$ cat config.mk
export PLATFORM = sky130hd
export DESIGN_NAME = bus_arbiter_flat
export DESIGN_NICKNAME = d
export VERILOG_FILES = /design/src/rtl/arb_pkg.sv /design/src/rtl/bus_arbiter_if.sv /design/src/rtl/arb_lat_cnt.sv /design/src/rtl/bus_arbiter.sv /design/src/flat_wrapper.sv
export SDC_FILE = /design/constraint.sdc
export NUM_CORES = 1
export LEC_CHECK = 0
export ABC_AREA = 1
export BUFFER_PORTS_ARGS = -buffer_cell sky130_fd_sc_hd__buf_2
export CORE_ASPECT_RATIO = 1.75
export CORE_MARGIN = 3
export CORE_UTILIZATION = 25
export DETAILED_ROUTE_END_ITERATION = 6
export GPL_TIMING_DRIVEN = 1
export SLEW_MARGIN = 30
export SYNTH_ARGS = -nofsm -noshare
export SYNTH_HDL_FRONTEND = slang
export SYNTH_SLANG_ARGS = --single-unit
$ cat constraint.sdc
create_clock -name ph1 -period 1.8 [get_ports ph1]
set_input_delay 0.36 -clock ph1 [delete_from_list [all_inputs] [get_ports ph1]]
set_output_delay 0.36 -clock ph1 [all_outputs]
set_load 0.005 [all_outputs]
$ cat src/rtl/arb_pkg.sv
`default_nettype none
// ============================================================================
// Module : arb_pkg
// Desc   : Shared state encoding, owner encoding and default constants for
//          the cpu/dma shared-memory bus arbiter.
// Rev    : 1.0  initial release
// ============================================================================
package arb_pkg;

    typedef enum logic [1:0] {
        IDLE   = 2'd0,
        ACCESS = 2'd1,
        WAIT   = 2'd2,
        RESP   = 2'd3
    } arb_state_t;

    localparam logic OWN_CPU = 1'b0;
    localparam logic OWN_DMA = 1'b1;

    localparam int unsigned c_mem_lat_def    = 1;
    localparam int unsigned c_starve_lim_def = 8;

    localparam int unsigned c_addr_w    = 16;
    localparam int unsigned c_data_w    = 8;
    localparam int unsigned c_lat_cnt_w = 4;
    localparam int unsigned c_streak_w  = 8;

endpackage
`default_nettype wire

$ cat src/rtl/bus_arbiter_if.sv
`default_nettype none
// ============================================================================
// Module : bus_arbiter_if
// Desc   : cpu, dma and shared-memory signal bundle; slave = arbiter side,
//          master = requesters plus memory.
// Rev    : 1.0  initial release
// ============================================================================
interface bus_arbiter_if;
    import arb_pkg::*;

    logic                cpu_req;
    logic                cpu_we;
    logic [c_addr_w-1:0] cpu_addr;
    logic [c_data_w-1:0] cpu_wdata;
    logic [c_data_w-1:0] cpu_rdata;
    logic                cpu_ack;

    logic                dma_req;
    logic                dma_we;
    logic [c_addr_w-1:0] dma_addr;
    logic [c_data_w-1:0] dma_wdata;
    logic [c_data_w-1:0] dma_rdata;
    logic                dma_ack;

    logic                mem_en;
    logic                mem_we;
    logic [c_addr_w-1:0] mem_addr;
    logic [c_data_w-1:0] mem_wdata;
    logic [c_data_w-1:0] mem_rdata;

    modport slave (
        input  cpu_req, cpu_we, cpu_addr, cpu_wdata,
        output cpu_rdata, cpu_ack,
        input  dma_req, dma_we, dma_addr, dma_wdata,
        output dma_rdata, dma_ack,
        output mem_en, mem_we, mem_addr, mem_wdata,
        input  mem_rdata
    );

    modport master (
        output cpu_req, cpu_we, cpu_addr, cpu_wdata,
        input  cpu_rdata, cpu_ack,
        output dma_req, dma_we, dma_addr, dma_wdata,
        input  dma_rdata, dma_ack,
        input  mem_en, mem_we, mem_addr, mem_wdata,
        output mem_rdata
    );

endinterface
`default_nettype wire

$ cat src/rtl/arb_lat_cnt.sv
`default_nettype none
// ============================================================================
// Module : arb_lat_cnt
// Desc   : Memory-latency down-counter; o_done flags the last WAIT cycle.
// Rev    : 1.0  initial release
// ============================================================================
module arb_lat_cnt
    import arb_pkg::*;
#(
    parameter int unsigned MEM_LAT = c_mem_lat_def
) (
    input  wire logic clk,
    input  wire logic rst,
    input  wire logic i_load,
    input  wire logic i_dec,
    output logic      o_done
);

    localparam logic [c_lat_cnt_w-1:0] c_load_val = c_lat_cnt_w'(MEM_LAT - 1);
    localparam logic [c_lat_cnt_w-1:0] c_one      = c_lat_cnt_w'(1);

    logic [c_lat_cnt_w-1:0] r_cnt;

    always_ff @(posedge clk or posedge rst) begin
        if (rst) begin
            r_cnt <= '0;
        end else if (i_load) begin
            r_cnt <= c_load_val;
        end else if (i_dec && (r_cnt != '0)) begin
            r_cnt <= r_cnt - c_one;
        end
    end

    // Loaded with MEM_LAT-1, so a count of one marks the final WAIT cycle
    assign o_done = (r_cnt == c_one);

endmodule
`default_nettype wire

$ cat src/rtl/bus_arbiter.sv
`default_nettype none
// ============================================================================
// Module : bus_arbiter
// Desc   : Two-master (cpu/dma) arbiter for a single shared memory port.
//          Define ARB_STARVE_GUARD_EN to force dma in after STARVE_LIM
//          consecutive contested cpu grants.
// Rev    : 1.0  initial release
// ============================================================================
module bus_arbiter
    import arb_pkg::*;
#(
    parameter int unsigned MEM_LAT    = c_mem_lat_def,
    parameter int unsigned STARVE_LIM = c_starve_lim_def
) (
    input  wire logic    ph1,
    input  wire logic    reset,
    bus_arbiter_if.slave bus,
    output logic         owner
);

    localparam bit c_has_wait = (MEM_LAT > 1);

    arb_state_t          r_state;
    arb_state_t          w_next;
    logic                r_owner;
    logic                r_we;
    logic [c_addr_w-1:0] r_addr;
    logic [c_data_w-1:0] r_wdata;
    logic [c_data_w-1:0] r_cpu_rdata;
    logic [c_data_w-1:0] r_dma_rdata;

    logic w_any_req;
    logic w_grant;
    logic w_pick_dma;
    logic w_in_access;
    logic w_in_resp;
    logic w_cnt_load;
    logic w_cnt_dec;
    logic w_cnt_done;
    logic w_cpu_rd_ack;
    logic w_dma_rd_ack;

    assign w_any_req   = bus.cpu_req | bus.dma_req;
    assign w_grant     = (r_state == IDLE) & w_any_req;
    assign w_in_access = (r_state == ACCESS);
    assign w_in_resp   = (r_state == RESP);

`ifdef ARB_STARVE_GUARD_EN
    localparam logic [c_streak_w-1:0] c_streak_lim = c_streak_w'(STARVE_LIM);
    localparam logic [c_streak_w-1:0] c_streak_one = c_streak_w'(1);

    logic [c_streak_w-1:0] r_cpu_streak;

    assign w_pick_dma = bus.dma_req & (~bus.cpu_req | (r_cpu_streak == c_streak_lim));

    // Only cpu wins that actually kept dma waiting count toward the streak
    always_ff @(posedge ph1 or posedge reset) begin
        if (reset) begin
            r_cpu_streak <= '0;
        end else if (w_grant) begin
            if (w_pick_dma) begin
                r_cpu_streak <= '0;
            end else if (bus.dma_req && (r_cpu_streak != c_streak_lim)) begin
                r_cpu_streak <= r_cpu_streak + c_streak_one;
            end
        end
    end
`else
    assign w_pick_dma = bus.dma_req & ~bus.cpu_req;
`endif

    always_ff @(posedge ph1 or posedge reset) begin
        if (reset) begin
            r_state <= IDLE;
        end else begin
            r_state <= w_next;
        end
    end

    always_comb begin
        w_next     = r_state;
        w_cnt_load = 1'b0;
        w_cnt_dec  = 1'b0;
        case (r_state)
            IDLE: begin
                if (w_any_req) begin
                    w_next = ACCESS;
                end
            end
            ACCESS: begin
                if (c_has_wait) begin
                    w_next     = WAIT;
                    w_cnt_load = 1'b1;
                end else begin
                    w_next = RESP;
                end
            end
            WAIT: begin
                w_cnt_dec = 1'b1;
                if (w_cnt_done) begin
                    w_next = RESP;
                end
            end
            RESP: begin
                w_next = IDLE;
            end
            default: begin
                w_next = IDLE;
            end
        endcase
    end

    arb_lat_cnt #(
        .MEM_LAT (MEM_LAT)
    ) u_lat_cnt (
        .clk    (ph1),
        .rst    (reset),
        .i_load (w_cnt_load),
        .i_dec  (w_cnt_dec),
        .o_done (w_cnt_done)
    );

    always_ff @(posedge ph1 or posedge reset) begin
        if (reset) begin
            r_owner <= OWN_CPU;
            r_we    <= 1'b0;
            r_addr  <= '0;
            r_wdata <= '0;
        end else if (w_grant) begin
            r_owner <= w_pick_dma ? OWN_DMA : OWN_CPU;
            r_we    <= w_pick_dma ? bus.dma_we    : bus.cpu_we;
            r_addr  <= w_pick_dma ? bus.dma_addr  : bus.cpu_addr;
            r_wdata <= w_pick_dma ? bus.dma_wdata : bus.cpu_wdata;
        end
    end

    assign w_cpu_rd_ack = bus.cpu_ack & ~r_we;
    assign w_dma_rd_ack = bus.dma_ack & ~r_we;

    always_ff @(posedge ph1 or posedge reset) begin
        if (reset) begin
            r_cpu_rdata <= '0;
            r_dma_rdata <= '0;
        end else begin
            if (w_cpu_rd_ack) begin
                r_cpu_rdata <= bus.mem_rdata;
            end
            if (w_dma_rd_ack) begin
                r_dma_rdata <= bus.mem_rdata;
            end
        end
    end

    assign bus.mem_en    = w_in_access;
    assign bus.mem_we    = w_in_access & r_we;
    assign bus.mem_addr  = w_in_access ? r_addr  : '0;
    assign bus.mem_wdata = w_in_access ? r_wdata : '0;

    assign bus.cpu_ack = w_in_resp & (r_owner == OWN_CPU);
    assign bus.dma_ack = w_in_resp & (r_owner == OWN_DMA);

    // Read data is forwarded in the ack cycle itself, then held by the register
    assign bus.cpu_rdata = w_cpu_rd_ack ? bus.mem_rdata : r_cpu_rdata;
    assign bus.dma_rdata = w_dma_rd_ack ? bus.mem_rdata : r_dma_rdata;

    assign owner = r_owner;

endmodule
`default_nettype wire

$ cat src/flat_wrapper.sv
// flat-port wrapper written by rule: the top's interface ports become plain ports
module bus_arbiter_flat import arb_pkg::*;
#(
    parameter int unsigned MEM_LAT    = c_mem_lat_def,
    parameter int unsigned STARVE_LIM = c_starve_lim_def
)
  (ph1, reset, owner, bus_cpu_req, bus_cpu_we, bus_cpu_addr, bus_cpu_wdata, bus_cpu_rdata, bus_cpu_ack, bus_dma_req, bus_dma_we, bus_dma_addr, bus_dma_wdata, bus_dma_rdata, bus_dma_ack, bus_mem_en, bus_mem_we, bus_mem_addr, bus_mem_wdata, bus_mem_rdata);
  bus_arbiter_if bus_i ();
  input  wire logic ph1;
  input  wire logic reset;
  output logic owner;
  input wire logic [$bits(bus_i.cpu_req)-1:0] bus_cpu_req;
  input wire logic [$bits(bus_i.cpu_we)-1:0] bus_cpu_we;
  input wire logic [$bits(bus_i.cpu_addr)-1:0] bus_cpu_addr;
  input wire logic [$bits(bus_i.cpu_wdata)-1:0] bus_cpu_wdata;
  output wire logic [$bits(bus_i.cpu_rdata)-1:0] bus_cpu_rdata;
  output wire logic [$bits(bus_i.cpu_ack)-1:0] bus_cpu_ack;
  input wire logic [$bits(bus_i.dma_req)-1:0] bus_dma_req;
  input wire logic [$bits(bus_i.dma_we)-1:0] bus_dma_we;
  input wire logic [$bits(bus_i.dma_addr)-1:0] bus_dma_addr;
  input wire logic [$bits(bus_i.dma_wdata)-1:0] bus_dma_wdata;
  output wire logic [$bits(bus_i.dma_rdata)-1:0] bus_dma_rdata;
  output wire logic [$bits(bus_i.dma_ack)-1:0] bus_dma_ack;
  output wire logic [$bits(bus_i.mem_en)-1:0] bus_mem_en;
  output wire logic [$bits(bus_i.mem_we)-1:0] bus_mem_we;
  output wire logic [$bits(bus_i.mem_addr)-1:0] bus_mem_addr;
  output wire logic [$bits(bus_i.mem_wdata)-1:0] bus_mem_wdata;
  input wire logic [$bits(bus_i.mem_rdata)-1:0] bus_mem_rdata;
  assign bus_i.cpu_req = bus_cpu_req;
  assign bus_i.cpu_we = bus_cpu_we;
  assign bus_i.cpu_addr = bus_cpu_addr;
  assign bus_i.cpu_wdata = bus_cpu_wdata;
  assign bus_cpu_rdata = bus_i.cpu_rdata;
  assign bus_cpu_ack = bus_i.cpu_ack;
  assign bus_i.dma_req = bus_dma_req;
  assign bus_i.dma_we = bus_dma_we;
  assign bus_i.dma_addr = bus_dma_addr;
  assign bus_i.dma_wdata = bus_dma_wdata;
  assign bus_dma_rdata = bus_i.dma_rdata;
  assign bus_dma_ack = bus_i.dma_ack;
  assign bus_mem_en = bus_i.mem_en;
  assign bus_mem_we = bus_i.mem_we;
  assign bus_mem_addr = bus_i.mem_addr;
  assign bus_mem_wdata = bus_i.mem_wdata;
  assign bus_i.mem_rdata = bus_mem_rdata;
  bus_arbiter #(.MEM_LAT(MEM_LAT), .STARVE_LIM(STARVE_LIM)) u_core (.ph1(ph1), .reset(reset), .bus(bus_i), .owner(owner));
endmodule
==> results by stage <==
Run status:
- The run finished, with violations left.
- The final reports fail on negative setup slack.

Final layout:
- The filler cells instantiated in the layout total 1041.
- The proportion of layout cells with a drive suffix above 1 is between 30% and 40%.
- Compared with the post-synthesis result, the final layout area differs by 45.6%.
- 0 antenna diodes ended up in the layout.
- The library cell used most frequently in the layout, excluding fill and tap cells, is sky130_fd_sc_hd__nand2_1.
- The final layout contains 543 nets.
- Leaving out fill and tap cells, the most frequent cells in the layout are 172 x sky130_fd_sc_hd__nand2_1, 106 x sky130_fd_sc_hd__buf_2, 48 x sky130_fd_sc_hd__dfrtp_1.

Clock network:
- The post-cts hold buffer count is 0.
- Clock tree synthesis inserted a total of 5 buffers.
- The insertion delay to the later sink of the worst-skew pair is between 200 and 300 ps.
- The clock tree from TritonCTS is yes.
- The H-tree was split into 2 levels.
- The clock sink count is 48.
- The clock tree buffer depth is 2.
- The buffer type at the clock tree root is sky130_fd_sc_hd__clkbuf_16.
- The CTS clock-pin slew for the worst setup and hold paths is 60 ps.

Hold path:
- The path type of the worst min-delay path is in2async.

Floorplan:
- The cell row count is 48.
- The y dimension of the die is roughly 140 µm.
- The initial utilization of the core area, before any placement, comes to 25.8%.
- The floorplan step set the die width to 82.4 µm.
- The total I/O pin count is roughly 110.
- The floorplan step defined a die boundary enclosing 11500 µm².
- The total area inside the core boundary comes to 9910 µm².

Synth:
- The combined area of all synthesized cells is 2550 µm².
- The top cell type by area accounts for roughly 47% of the synthesized area.
- When the netlist entered floorplanning its net count stood at 427.
- The unique cell type count in the Yosys netlist is 18.
- In this run the mean area of a mapped cell was about 7.1 µm².
- The number of instances in the synthesized netlist is ~360.
- Ranked by total cell area, the synthesized netlist is headed by sky130_fd_sc_hd__dfrtp_1 47%, sky130_fd_sc_hd__nand2_1 28%, sky130_fd_sc_hd__inv_1 6.5%, sky130_fd_sc_hd__nand3_1 5.7%, sky130_fd_sc_hd__o21ai_0 3.1%.
- The count of yosys warnings during synthesis is 0.
- Sequential cells were found to cover 47.0% of the synthesized design area.
- The count of flip-flops with a built-in enable after synthesis is 0.
- The register bit total from synthesis is 48.
- Among all flip-flop cells after synthesis, the most frequent one is sky130_fd_sc_hd__dfrtp_1.
- The share of flip-flops with an asynchronous set or reset is between 90% and 100%.
- The leading area contributor after synthesis is sky130_fd_sc_hd__dfrtp_1.

Detailed routing:
- The detail route stage leaves a number of antenna-violating nets equal to 0.
- The post-detailed-route wirelength per cell is 12.2 µm.
- The starting DRC count in detailed routing is 80.
- The aggregate routed wire length is about 7.3 mm.
- Before antenna repair, the detailed router went through 4 iterations.
- Across all layers, the routed design uses 2543 vias.
- The ratio of routed vias to standard cells is 4.23.
- For this run, design rule violations remaining after detail routing come to 0.

Setup path:
- The worst setup path is captured at a primary output.
- The worst path buffer plus inverter count is 5.
- The maximum fanout count along the critical path is 12.
- The reg-to-reg startpoint is u_core.r_state[0].
- The signal on the critical path passes through buf_4, ha_4, buf_12, buf_12, nand2_1, inv_1, buf_2.
- The top cell family by delay on the critical path is buffers and inverters.
- In this design, the critical path's most frequently occurring cell is sky130_fd_sc_hd__buf_12.
- STA classifies the critical path startpoint as a flop.
- The slowest stage cell on the critical path is sky130_fd_sc_hd__dfrtp_1.
- STA puts the critical path data required time at 1440 ps.
- The number of cells on the worst reg-to-reg path is 7.
- At the worst endpoint, the arrival time is ~1500 ps.
- The number of gates on the worst path with buffers counted is 7.
- The worst register-to-register path has a setup slack of 190 ps.
- The largest single stage delay on the critical path is 420 ps.
- In this run the worst setup path begins at u_core.r_state[0].
- The most critical setup path has its endpoint at bus_mem_addr[15].
- The worst setup path is of the reg2out kind.
- The endpoint identified for the worst register-to-register timing path is u_core.r_we.

Pwr:
- Sequential cells burn approximately 33% of the power.
- The share of total power dissipated in the clock network is 17.1%.
- The switching portion of total power is 37.8%.
- The total net switching power is ~2.1 mW.
- The static leakage is 2.27 nW.
- The maximum resistive drop on vdd is 0.868 mV.
- The combinational share of power is 50.5%.
- The power per standard cell area is roughly 1500 nW/µm².
- The internal power of the cells totals between 3 and 4 mW.

GRT:
- The maximum number of pins on one net before global-route repair is 28.
- The number of antenna violations at the first check in global routing is 0.
- The total global routing track utilization is 12.7%.
- The first-pass GRT wire length is 11.4 mm.
- Global routing finished with a remaining overflow of 0.
- The via count of the first global-routing pass was 2530.

Placed design:
- The half-perimeter wire length after placement is around 5 mm.
- The final weighted congestion in routability-driven placement is between 0.7 and 0.8.
- In this run the tool buffered the top-level ports with 106 buffer cells.
- The worst slack after detailed placement is 62.0 ps.

Timing:
- The transition time at the pin with the least slew margin is 620 ps.
- The number of setup violations in the final report is 39.
- The final worst-path cycle share is 106%.
- The post-route worst setup slack is -103 ps.
- Timing would allow up to ~0.53 GHz.
- The total count of hold-check failures in the final report is 0.
- The final-report max-slew violation count is 0.
- Clock skew on the completed layout was measured at 3.36 ps.
- On the final layout, the worst hold slack is 60.4 ps.
- After layout, the minimum clock period comes to 1900 ps.
- Setup repair after global routing could not meet its margin everywhere.
- The worst pin sits at a relative slew slack of about three fifths.

Run:
- The number of max-cap violations is 0.
## worst register-to-register path, stage by stage, from the launching register on
cell	delay [ps]
sky130_fd_sc_hd__dfrtp_1	420
sky130_fd_sc_hd__buf_4	170
sky130_fd_sc_hd__inv_1	70
sky130_fd_sc_hd__ha_1	280
sky130_fd_sc_hd__o21ai_4	200
sky130_fd_sc_hd__inv_6	230
sky130_fd_sc_hd__nand2_1	80
sky130_fd_sc_hd__o21ai_1	90
## flip-flops by register name, summed over array words and instances (netlist names)
name,flops
u_core.r_dma_rdata,8
u_core.r_we,1
u_core.u_lat_cnt.r_cnt,4
u_core.r_state,2
u_core.r_addr,16
u_core.owner,1
u_core.r_cpu_rdata,8
u_core.r_wdata,8
## synthesized netlist by cell type (2+ instances only)
cell / instances
sky130_fd_sc_hd__nand3_1: 29
sky130_fd_sc_hd__nand2_1: 188
sky130_fd_sc_hd__buf_6: 3
sky130_fd_sc_hd__buf_2: 8
sky130_fd_sc_hd__dfrtp_1: 48
sky130_fd_sc_hd__inv_1: 44
sky130_fd_sc_hd__nor2_1: 2
sky130_fd_sc_hd__ha_1: 6
sky130_fd_sc_hd__buf_4: 4
sky130_fd_sc_hd__o21ai_1: 4
sky130_fd_sc_hd__o21ai_0: 16
## power by group through the flow
stage	clock [mW]	sequential, mW	combinational, mW
finish	0.950	1.81	2.81
detailed placement	0	1.79	2.03
global route	1.02	1.86	3.15
CTS	0.988	1.78	2.63
global placement	0	1.78	1.99
floorplan	0	1.73	1.23
## metal layers
metal	routed length [µm]	track usage, %	share of wire, %	up-vias
li1	-	-	-	1311
met1	2790	13.2	38	1157
met2	4010	24.3	55	69
met3	407	2.33	5.6	6
met4	96	4.03	1.3	0
met5	0	0	0	-
## metrics by stage
stage,std cells,power [mW],setup TNS (ps),area [µm²],util [%]
floorplan,359,2.96,0,2550,-
global placement,582,3.76,0,3220,32.5
detailed placement,582,3.82,0,3220,32.5
CTS,598,5.39,-2800,3600,36.3
global route,601,6.02,-5770,3720,37.5
finish,601,5.57,-2880,3720,37.5
## worst min-delay path by stage
stage / startpoint / endpoint / depth (start not counted)
floorplan: u_core.r_addr[0] / u_core.r_addr[0] / 2
global placement: reset / u_core.r_cpu_rdata[0] / 2
detailed placement: reset / u_core.r_dma_rdata[0] / 2
CTS: reset / u_core.r_dma_rdata[0] / 2
global route: reset / u_core.r_dma_rdata[0] / 2
finish: reset / u_core.r_dma_rdata[0] / 2
## what timing repair did
action | 4_1_cts | 5_1_grt
gates resized for setup | 42 | 25
pin swaps | 4 | 4
setup endpoints to repair | 40 | 43
gates cloned | 2 | 1
setup buffers | 6 | 2
## layout make-up
class                      count  area (µm²)  share of cell area [%]
clock buffer                   7         143                    3.83
clock inverter                 1        7.51                   0.202
inverter                      46         180                    4.84
multi-input combinational    250        1270                    34.1
sequential                    48        1200                    32.3
tap                          125         156                    4.20
timing repair buffer         124         763                    20.5
## kinds of logic (layout without fill, tap and decap cells)
| group | after synthesis | in the layout | synth area share (%) |
|---|---|---|---|
| fa+ha+maj | 6 | 6 | 2.94 |
| buf+inv | 62 | 178 | 11.1 |
| compound gates | 21 | 22 | 4.55 |
| flops | 48 | 48 | 47.0 |
| simple gates | 221 | 221 | 34.1 |
| xor+xnor | 1 | 1 | 0.343 |
(Power assumes the default switching activity.)
